## src/rtl/m_dmem_responder_if.sv

```systemverilog
// Load/store request and response channels between
// the processor data port and the memory responder.
interface m_dmem_responder_if;
    logic        w_req_valid;
    logic        w_req_ready;
    logic        w_req_we;
    logic [2:0]  w_req_funct3;
    logic [31:0] w_req_addr;
    logic [31:0] w_req_wdata;
    logic        w_rsp_valid;
    logic        w_rsp_ready;
    logic [31:0] w_rsp_rdata;
    logic        w_rsp_err;

    modport master (
        output w_req_valid, w_req_we, w_req_funct3,
        output w_req_addr, w_req_wdata, w_rsp_ready,
        input  w_req_ready, w_rsp_valid,
        input  w_rsp_rdata, w_rsp_err
    );

    modport slave (
        input  w_req_valid, w_req_we, w_req_funct3,
        input  w_req_addr, w_req_wdata, w_rsp_ready,
        output w_req_ready, w_rsp_valid,
        output w_rsp_rdata, w_rsp_err
    );
endinterface

```

## src/rtl/m_dmem_responder.sv

```systemverilog
// Data-memory responder: one outstanding RV32I load/store,
// fixed access latency, registered response channel.
module m_dmem_responder #(
    parameter int ADDR_W  = 5,
    parameter int LATENCY = 2
) (
    input logic              w_clk,
    input logic              w_rst_n,
    m_dmem_responder_if.slave bus
);
    typedef enum logic [1:0] {IDLE, WAIT, RESP} state_t;

    localparam int         DEPTH = 2 ** ADDR_W;
    localparam logic [3:0] LAT   = 4'(LATENCY);

    logic [31:0] mem [DEPTH];

    state_t            state_q, state_d;
    logic [3:0]        cnt_q, cnt_d;
    logic              accept, enter_resp;
    logic [ADDR_W-1:0] idx_q;
    logic [1:0]        off_q;
    logic [2:0]        f3_q;
    logic              we_q, err_q;
    logic              rsp_valid_q, rsp_err_q;
    logic [31:0]       rsp_rdata_q;

    logic [ADDR_W-1:0] idx_in;
    logic [1:0]        off_in;
    logic [2:0]        f3_in;
    logic              illegal, misaligned, req_err;
    logic [3:0]        be;
    logic [31:0]       wdat;
    logic              unused_addr;

    assign idx_in      = bus.w_req_addr[ADDR_W+1:2];
    assign off_in      = bus.w_req_addr[1:0];
    assign f3_in       = bus.w_req_funct3;
    assign unused_addr = ^bus.w_req_addr[31:ADDR_W+2];

    // Request legality and store lane selection
    always_comb begin
        illegal = 1'b1;
        unique case (f3_in)
            3'b000, 3'b001, 3'b010: illegal = 1'b0;
            3'b100, 3'b101:         illegal = bus.w_req_we;
            default:                illegal = 1'b1;
        endcase
        misaligned = (f3_in[1:0] == 2'b01 && off_in[0])
                   || (f3_in[1:0] == 2'b10 && off_in != 2'b00);
        req_err = illegal | misaligned;
        be   = 4'b1111;
        wdat = bus.w_req_wdata;
        unique case (f3_in[1:0])
            2'b00: begin
                be   = 4'b0001 << off_in;
                wdat = {4{bus.w_req_wdata[7:0]}};
            end
            2'b01: begin
                be   = 4'b0011 << off_in;
                wdat = {2{bus.w_req_wdata[15:0]}};
            end
            default: begin
                be   = 4'b1111;
                wdat = bus.w_req_wdata;
            end
        endcase
    end

    logic [31:0] word;
    logic [7:0]  byte_v;
    logic [15:0] half_v;
    logic [31:0] ld, ld_final;

    always_comb begin
        word   = mem[idx_q];
        byte_v = word[{off_q, 3'b000} +: 8];
        half_v = word[{off_q[1], 4'b0000} +: 16];
        unique case (f3_q)
            3'b000:  ld = {{24{byte_v[7]}}, byte_v};
            3'b100:  ld = {24'b0, byte_v};
            3'b001:  ld = {{16{half_v[15]}}, half_v};
            3'b101:  ld = {16'b0, half_v};
            default: ld = word;
        endcase
        ld_final = (we_q | err_q) ? 32'b0 : ld;
    end

    always_comb begin
        state_d    = state_q;
        cnt_d      = cnt_q;
        accept     = 1'b0;
        enter_resp = 1'b0;
        unique case (state_q)
            IDLE: begin
                if (bus.w_req_valid) begin
                    accept  = 1'b1;
                    state_d = WAIT;
                    cnt_d   = LAT;
                end
            end
            WAIT: begin
                cnt_d = cnt_q - 4'd1;
                if (cnt_q == 4'd1) begin
                    state_d    = RESP;
                    enter_resp = 1'b1;
                end
            end
            RESP: begin
                if (bus.w_rsp_ready) state_d = IDLE;
            end
            default: state_d = IDLE;
        endcase
    end

    always_ff @(posedge w_clk or negedge w_rst_n) begin
        if (!w_rst_n) begin
            state_q     <= IDLE;
            cnt_q       <= 4'd0;
            idx_q       <= '0;
            off_q       <= 2'b0;
            f3_q        <= 3'b0;
            we_q        <= 1'b0;
            err_q       <= 1'b0;
            rsp_valid_q <= 1'b0;
            rsp_rdata_q <= 32'b0;
            rsp_err_q   <= 1'b0;
        end else begin
            state_q     <= state_d;
            cnt_q       <= cnt_d;
            rsp_valid_q <= (state_d == RESP);
            if (accept) begin
                idx_q <= idx_in;
                off_q <= off_in;
                f3_q  <= f3_in;
                we_q  <= bus.w_req_we;
                err_q <= req_err;
            end
            if (enter_resp) begin
                rsp_rdata_q <= ld_final;
                rsp_err_q   <= err_q;
            end
        end
    end

    // Storage is not reset; stores commit at acceptance
    always_ff @(posedge w_clk) begin
        if (accept && bus.w_req_we && !req_err) begin
            for (int i = 0; i < 4; i++) begin
                if (be[i]) mem[idx_in][8*i +: 8] <= wdat[8*i +: 8];
            end
        end
    end

    assign bus.w_req_ready = (state_q == IDLE);
    assign bus.w_rsp_valid = rsp_valid_q;
    assign bus.w_rsp_rdata = rsp_rdata_q;
    assign bus.w_rsp_err   = rsp_err_q;
endmodule

```

## src/flat_wrapper.sv

```systemverilog
// flat-port wrapper written by rule: the top's interface ports become plain ports
module m_dmem_responder_flat 
#(
    parameter int ADDR_W  = 5,
    parameter int LATENCY = 2
)
  (w_clk, w_rst_n, bus_w_req_valid, bus_w_req_we, bus_w_req_funct3, bus_w_req_addr, bus_w_req_wdata, bus_w_rsp_ready, bus_w_req_ready, bus_w_rsp_valid, bus_w_rsp_rdata, bus_w_rsp_err);
  m_dmem_responder_if bus_i ();
  input logic w_clk;
  input logic w_rst_n;
  input wire logic [$bits(bus_i.w_req_valid)-1:0] bus_w_req_valid;
  input wire logic [$bits(bus_i.w_req_we)-1:0] bus_w_req_we;
  input wire logic [$bits(bus_i.w_req_funct3)-1:0] bus_w_req_funct3;
  input wire logic [$bits(bus_i.w_req_addr)-1:0] bus_w_req_addr;
  input wire logic [$bits(bus_i.w_req_wdata)-1:0] bus_w_req_wdata;
  input wire logic [$bits(bus_i.w_rsp_ready)-1:0] bus_w_rsp_ready;
  output wire logic [$bits(bus_i.w_req_ready)-1:0] bus_w_req_ready;
  output wire logic [$bits(bus_i.w_rsp_valid)-1:0] bus_w_rsp_valid;
  output wire logic [$bits(bus_i.w_rsp_rdata)-1:0] bus_w_rsp_rdata;
  output wire logic [$bits(bus_i.w_rsp_err)-1:0] bus_w_rsp_err;
  assign bus_i.w_req_valid = bus_w_req_valid;
  assign bus_i.w_req_we = bus_w_req_we;
  assign bus_i.w_req_funct3 = bus_w_req_funct3;
  assign bus_i.w_req_addr = bus_w_req_addr;
  assign bus_i.w_req_wdata = bus_w_req_wdata;
  assign bus_i.w_rsp_ready = bus_w_rsp_ready;
  assign bus_w_req_ready = bus_i.w_req_ready;
  assign bus_w_rsp_valid = bus_i.w_rsp_valid;
  assign bus_w_rsp_rdata = bus_i.w_rsp_rdata;
  assign bus_w_rsp_err = bus_i.w_rsp_err;
  m_dmem_responder #(.ADDR_W(ADDR_W), .LATENCY(LATENCY)) u_core (.w_clk(w_clk), .w_rst_n(w_rst_n), .bus(bus_i));
endmodule
```

## config.mk

```make
export PLATFORM = sky130hd
export DESIGN_NAME = m_dmem_responder_flat
export DESIGN_NICKNAME = d
export VERILOG_FILES = /design/src/rtl/m_dmem_responder_if.sv /design/src/rtl/m_dmem_responder.sv /design/src/flat_wrapper.sv
export SDC_FILE = /design/constraint.sdc
export NUM_CORES = 1
export LEC_CHECK = 0
export ABC_AREA = 1
export CORE_MARGIN = 2
export CORE_UTILIZATION = 35
export DETAILED_ROUTE_END_ITERATION = 12
export GPL_TIMING_DRIVEN = 0
export PLACE_DENSITY = 0.53
export SETUP_SLACK_MARGIN = 0.2
export SYNTH_ARGS = -nofsm -noshare
export SYNTH_HDL_FRONTEND = slang
export SYNTH_SLANG_ARGS = --single-unit
```

## constraint.sdc

```tcl
create_clock -name w_clk -period 3.1 [get_ports w_clk]
set_input_delay 0.62 -clock w_clk [delete_from_list [all_inputs] [get_ports w_clk]]
set_output_delay 0.62 -clock w_clk [all_outputs]
set_load 0.02 [all_outputs]
```

==> out/qor.csv, run 1 <==
stage,metric,value,unit
synth,Post-synth top flop,edfxtp_1,
synth,"EDFF count, synth",1024,
die,Total Die Area,130000,µm²
synth,Post-Syn Area per Cell,11.8,µm²
grt,number of global-route vias before repair,29900,
clock_tree,total CTS buffers,112,
grt,gr ovfl total,0,
synth,Syn Inst Count,3776,
detailed_routing,post-route ant nets,0,
die,Vert. Die Dim,361,µm
worst_setup_path,worst setup path class,in -> reg,
detailed_routing,DR iter-0 viols,4463,
sta,Fin. Hold Viols,0,
worst_setup_path,Buf/Inv on CP,3,
sta,RSZ-0062 raised after global routing,yes,
sta,Final Slew Violations,0,
placement,routability congestion estimate,0.972,
finish,multi-input logic area,11800,µm²
power,Worst VDD drop,0.000640,V
detailed_routing,WL per Instance,27.6,µm
grt,initial antenna violation count,9,
die,chip width,361,µm
finish,FF+latch area,32100,µm²
die,Ports,107,
worst_setup_path,CP startpoint kind,primary input,
die,Rows,130,
clock_tree,CTS sink cnt,1076,
synth,post-synth net total,3850,
worst_setup_path,CP max stage delay,0.99,ns
sta,relative slew slack,5.90,%
placement,Detail Placement HPWL,109000,µm
worst_setup_path,Worst EP arrival,3.31,ns
finish,layout cells sized above 1,15.9,%
synth,Synth top area share,69.1,%
worst_setup_path,crit path to,u_core.mem[14][16]$_DFFE_PP_,
power,Power per Cell Area,896,nW/µm²
worst_setup_path,family with the most delay on the worst path,buffers and inverters,
detailed_routing,total wire length,161000,µm
worst_setup_path,FF-to-FF End,u_core.bus.w_rsp_rdata[18]$_DFFE_PN0P_,
worst_setup_path,r2r setup slk,0.13,ns
worst_setup_path,CP required,3.41,ns
worst_setup_path,R2R Path Start,u_core.idx_q[1]$_DFFE_PN0P_,
grt,largest net degree at the start of global routing,35,
worst_setup_path,"Slowest-stage cell, CP",nand2_1,
sta,crit path time final,3.00,ns
grt,first-pass GRT wire length,223000,µm
sta,pin slew with the least headroom to its limit,1.41,ns
power,total power,0.0484,W
clock_tree,clock slew at reported path FFs,0.06,ns
synth,Syn Std Cell Area,44500,µm²
synth,Post-synth top cells,"edfxtp_1, nand2_1, nand3_1",
finish,Finished Core Util,43.0,%
sta,final setup TNS,0,ns
synth,register area share after synthesis,72.0,%
clock_tree,clock root buffer,clkbuf_16,
worst_setup_path,CP most frequent cell,nand2_1,
finish,Layout area overhead,21.4,%
worst_setup_path,Setup crit start,bus_w_req_funct3[1],
detailed_routing,routed via count,32400,
sta,Clock Skew,0.0251,ns
grt,Tot GR Track Use,24.0,%
clock_tree,Clock Latency Late Sink,0.72,ns
synth,#FFs+latches synth,1076,
detailed_routing,DR vias/cell,5.56,
synth,unique cell type count in the Yosys netlist,33,
detailed_routing,drt first pass iters,7,
clock_tree,TritonCTS clock tree,done,
min_path,worst min path class,in -> async,
sta,final hold slack,0.450,ns
synth,most frequent cell after synthesis,edfxtp_1,
sta,setup violators final,0,
synth,synth warn,0,
finish,fillcell total,11700,
synth,Synth async-reset ratio,4.83,%
clock_tree,H-tree levels,3,
worst_setup_path,Stages on worst setup path,5,
worst_setup_path,CP Capture Type,flip-flop,
worst_setup_path,reg2reg path depth,16,
outcome,outcome,completed,
clock_tree,Max Root-Sink Buffers,3,
synth,cell taking the most area after synthesis,edfxtp_1,
sta,Final Cycle Share,96.9,%
finish,post-layout net count,4154,
die,Core ar.,126000,µm²
worst_setup_path,crit-path max FO,32,
sta,Fmax,333,MHz
placement,IO Port Bufs,81,
job,Max Cap Viol,0,
die,Initial Util,35.4,%
detailed_routing,# DRC,0,
synth,Synth area leaders,"edfxtp_1, nand2_1, nand3_1",
worst_setup_path,crit path cell chain,"clkdlybuf4s50_1, clkbuf_2, clkbuf_1, nand2_1, nand2_1",
power,Pleak,18.9,nW
## worst reg2reg max path, delay by kind of cell (launching register included)
kind / cells / cell delay [ns]
AND/OR/NAND/NOR: 13 / 1.58
buffers and inverters: 3 / 0.96
flip-flops: 1 / 0.32
## flip-flops by register name (all words and copies together), names as in the netlist
| register | flops |
|---|---|
| u_core.bus.w_rsp_err | 1 |
| u_core.bus.w_rsp_rdata | 32 |
| u_core.bus.w_rsp_valid | 1 |
| u_core.cnt_q | 4 |
| u_core.err_q | 1 |
| u_core.f3_q | 3 |
| u_core.idx_q | 5 |
| u_core.mem | 1024 |
| u_core.off_q | 2 |
| u_core.state_q | 2 |
| u_core.we_q | 1 |
## through the flow
step / worst slack (ns) / cell area, µm² / cells
finish: 0.0961 / 54100 / 5822
global route: 0.0235 / 54100 / 5820
CTS: -0.0831 / 52600 / 5765
detailed placement: -1.23 / 47800 / 5538
global placement: -3.55 / 47400 / 5507
floorplan: 0.104 / 44500 / 3776
## cell usage in the layout (no fill, tap or decap), types with 56 or more instances in the layout
cell type	n
buf_2	56
clkdlybuf4s50_1	73
nand2_1	984
nor2_1	264
nand3_1	566
o221ai_1	65
buf_4	76
buf_6	62
o21ai_0	215
buf_12	77
edfxtp_1	1024
nor2_4	120
clkbuf_16	115
## repair_timing
action,4_1_cts,5_1_grt
hold endpoints to repair,23,0
pin swaps,18,56
buffers inserted,22,55
resized for setup,290,148
endpoints found under the setup margin,1343,1421
hold buffers,1,0
## cells by family after synthesis
logic type | Yosys count | synth area share, %
fa+ha+maj | 2 | 0.0562
buf+inv | 291 | 3.96
compound gates | 435 | 5.69
simple gates | 1971 | 18.3
flops | 1076 | 72.0
mux | 1 | 0.0225
## metal layers
layer  vias to the layer above  wire length [µm]  track usage [%]  share of wire (%)
met2                      1807             72000             36.7                 45
met5                         -                67                0              0.042
met1                     16100             66900             33.8                 42
met4                        10              5210             8.18                3.2
li1                      14100                 -                -                  -
met3                       312             16800             5.17                 10
## how the worst min path moves through the flow
stage | cells past startpoint | slack, ns | end | startpoint
2_1_floorplan | 0 | 0.32 | u_core.bus.w_rsp_err$_DFFE_PN0P_ | w_rst_n
3_3_place_gp | 2 | 0.47 | u_core.bus.w_rsp_rdata[15]$_DFFE_PN0P_ | u_core.bus.w_rsp_rdata[15]$_DFFE_PN0P_
3_5_place_dp | 2 | 0.47 | u_core.bus.w_rsp_rdata[4]$_DFFE_PN0P_ | u_core.bus.w_rsp_rdata[4]$_DFFE_PN0P_
4_1_cts | 2 | 0.45 | u_core.bus.w_rsp_rdata[27]$_DFFE_PN0P_ | w_rst_n
5_1_grt | 2 | 0.50 | u_core.bus.w_rsp_rdata[27]$_DFFE_PN0P_ | w_rst_n
6_report | 2 | 0.45 | u_core.bus.w_rsp_rdata[26]$_DFFE_PN0P_ | w_rst_n
## where the power goes
group	internal [W]	total [W]	switching (W)
clock	0.00758	0.0133	0.00572
sequential	0.0163	0.0165	0.000203
combinational	0.00544	0.0186	0.0132
total	0.0294	0.0484	0.0191
## area by class of cell
class	instances	share of cell area [%]
Sequential cell	1076	59.3
Multi-Input combinational cell	2409	21.9
Clock buffer	140	5.50
Timing Repair Buffer	190	4.68
Tap cell	1650	3.82
Buffer	250	3.49
Clock inverter	64	1.06
Inverter	41	0.294
Antenna cell	2	0.00925
No activity file was read; power rests on OpenSTA's default activity.
==> run 2, diff against run 1 <==
Settings changed: CORE_MARGIN 2 to not set.
Clock period 3.1 ns to 3.82 ns, I/O delays scaled along.
==> run 2 against run 1 <==
Clock power fell by 17%. Sequential share of layout area grew 2.5 points. Die area decreased by 1.1%. Clock skew shrank 0.0084 ns. Hold slack got worse by 0.38 ns. Final cell count is 1.3% lower. First-iteration DRC count fell by 8.3%. Wire length is 1.3% lower. Register-to-register slack better by 0.06 ns. Largest cell class unchanged. Setup slack improved by 0.014 ns.
==> out/qor.csv, run 2 (same netlist as run 1, synthesis figures left out) <==
stage,metric,value,unit
detailed_routing,routed via count,31700,
grt,number of global-route vias before repair,29400,
worst_setup_path,CP startpoint kind,primary input,
min_path,worst min path class,in -> async,
die,Total Die Area,129000,µm²
finish,layout cells sized above 1,12.0,%
clock_tree,H-tree levels,3,
sta,final setup TNS,0,ns
worst_setup_path,worst setup path class,in -> reg,
grt,first-pass GRT wire length,221000,µm
sta,setup violators final,0,
die,Core ar.,126000,µm²
die,chip width,359,µm
sta,relative slew slack,9.32,%
clock_tree,Max Root-Sink Buffers,3,
power,total power,0.0392,W
clock_tree,clock root buffer,clkbuf_16,
detailed_routing,DR vias/cell,5.51,
die,Vert. Die Dim,359,µm
job,Max Cap Viol,0,
power,Power per Cell Area,755,nW/µm²
finish,"commonest non-fill, non-tap cell in the layout",edfxtp_1,
sta,Final Slew Violations,0,
sta,Fmax,270,MHz
sta,crit path time final,3.71,ns
detailed_routing,total wire length,159000,µm
worst_setup_path,Worst EP arrival,4.03,ns
detailed_routing,WL per Instance,27.6,µm
sta,pin slew with the least headroom to its limit,1.36,ns
detailed_routing,# DRC,0,
clock_tree,TritonCTS clock tree,done,
placement,pre-CTS WS,-0.708,ns
power,Pint,0.0238,W
worst_setup_path,crit-path max FO,10,
power,power share of the clock group,28.5,%
grt,gr ovfl total,0,
power,Pleak,18.1,nW
power,Seq pwr share,34.2,%
worst_setup_path,reg2reg path depth,14,
finish,post-layout net count,4077,
power,Worst VDD drop,0.000381,V
sta,RSZ-0062 raised after global routing,yes,
outcome,outcome,completed,
clock_tree,post-CTS setup buffers,0,
placement,IO Port Bufs,81,
placement,Detail Placement HPWL,109000,µm
clock_tree,Clock Latency Late Sink,0.71,ns
detailed_routing,DR iter-0 viols,4092,
finish,Layout area overhead,16.5,%
clock_tree,clock slew at reported path FFs,0.06,ns
finish,max FFs per register,1024,
grt,initial antenna violation count,7,
clock_tree,total CTS buffers,112,
die,Initial Util,35.4,%
sta,Clock Skew,0.0167,ns
power,Sw Share,39.3,%
grt,largest net degree at the start of global routing,35,
worst_setup_path,CP Capture Type,flip-flop,
placement,routability congestion estimate,0.968,
power,P_sw,0.0154,W
sta,Final Cycle Share,97.1,%
detailed_routing,post-route ant nets,0,
die,Ports,107,
clock_tree,CTS sink cnt,1076,
finish,most frequent cells in the layout,"edfxtp_1, nand2_1, nand3_1",
worst_setup_path,CP required,4.14,ns
sta,min setup slack post-route,0.110,ns
detailed_routing,drt first pass iters,6,
sta,Fin. Hold Viols,0,
power,combinational group share of total power,37.3,%
grt,Tot GR Track Use,24.4,%
die,Rows,130,
finish,Finished Core Util,41.2,%
finish,largest register by flop count,u_core.mem,
run 2: what timing repair did:
| action | CTS | global route |
|---|---|---|
| gates resized for setup | 19 | 131 |
| hold buffers | 0 | 0 |
| pin swaps | 0 | 1 |
| setup endpoints to repair | 185 | 928 |
run 2: worst paths after layout:
check,start,slack [ns],to
max in group asynchronous,w_rst_n,3.12,u_core.bus.w_rsp_rdata[22]$_DFFE_PN0P_
worst max-delay path,bus_w_req_funct3[1],0.11,u_core.mem[2][30]$_DFFE_PP_
worst min register to register,u_core.bus.w_rsp_rdata[15]$_DFFE_PN0P_,0.48,u_core.bus.w_rsp_rdata[15]$_DFFE_PN0P_
min in group w_clk,u_core.bus.w_rsp_rdata[15]$_DFFE_PN0P_,0.48,u_core.bus.w_rsp_rdata[15]$_DFFE_PN0P_
worst max register to register,u_core.idx_q[2]$_DFFE_PN0P_,0.19,u_core.bus.w_rsp_rdata[5]$_DFFE_PN0P_
worst min-delay path,w_rst_n,0.07,u_core.state_q[1]$_DFF_PN0_
run 2: power groups by stage:
stage	registers (W)	clock network, W	logic (W)
after floorplan	0.0138	0	0.00808
after global placement	0.0137	0	0.0141
after detailed placement	0.0137	0	0.0142
after CTS	0.0134	0.0112	0.0143
after global routing	0.0134	0.0116	0.0154
final	0.0134	0.0111	0.0146
run 2: area by class of cell:
type / instances / area [µm²]
Inverter: 41 / 159
Antenna cell: 1 / 2.50
Timing Repair Buffer: 113 / 1140
Sequential cell: 1076 / 32100
Fill cell: 11900 / 74000
Tap cell: 1650 / 2060
Clock buffer: 132 / 2940
Multi-Input combinational cell: 2409 / 11200
Clock inverter: 76 / 738
Buffer: 250 / 1620
run 2: critical path: stages:
cell and delay, ns:
clkdlybuf4s50_1 0.54, clkbuf_2 0.34, inv_1 0.14, clkdlybuf4s15_1 0.63
o21ai_0 0.24, nand2_1 0.26, buf_1 0.46, nor2_2 0.64
run 2: per-layer routing:
metal	GRT usage (%)	vias up	part of all wire [%]	wire length [µm]
met2	37.0	1654	44	70000
met4	8.06	12	3.2	5050
met5	0	-	0.043	69
met3	4.57	278	9.9	15700
met1	35.1	15800	43	68200
li1	-	13900	-	-
run 2: through the flow:
step	hold WS (ns)	instances	instance area [µm²]
after CTS	0.0637	5747	51500
after global placement	0.468	5507	47400
final	0.0681	5748	51900
after detailed placement	0.466	5539	47800
after global routing	0.121	5747	51900
after floorplan	0.446	3776	44500
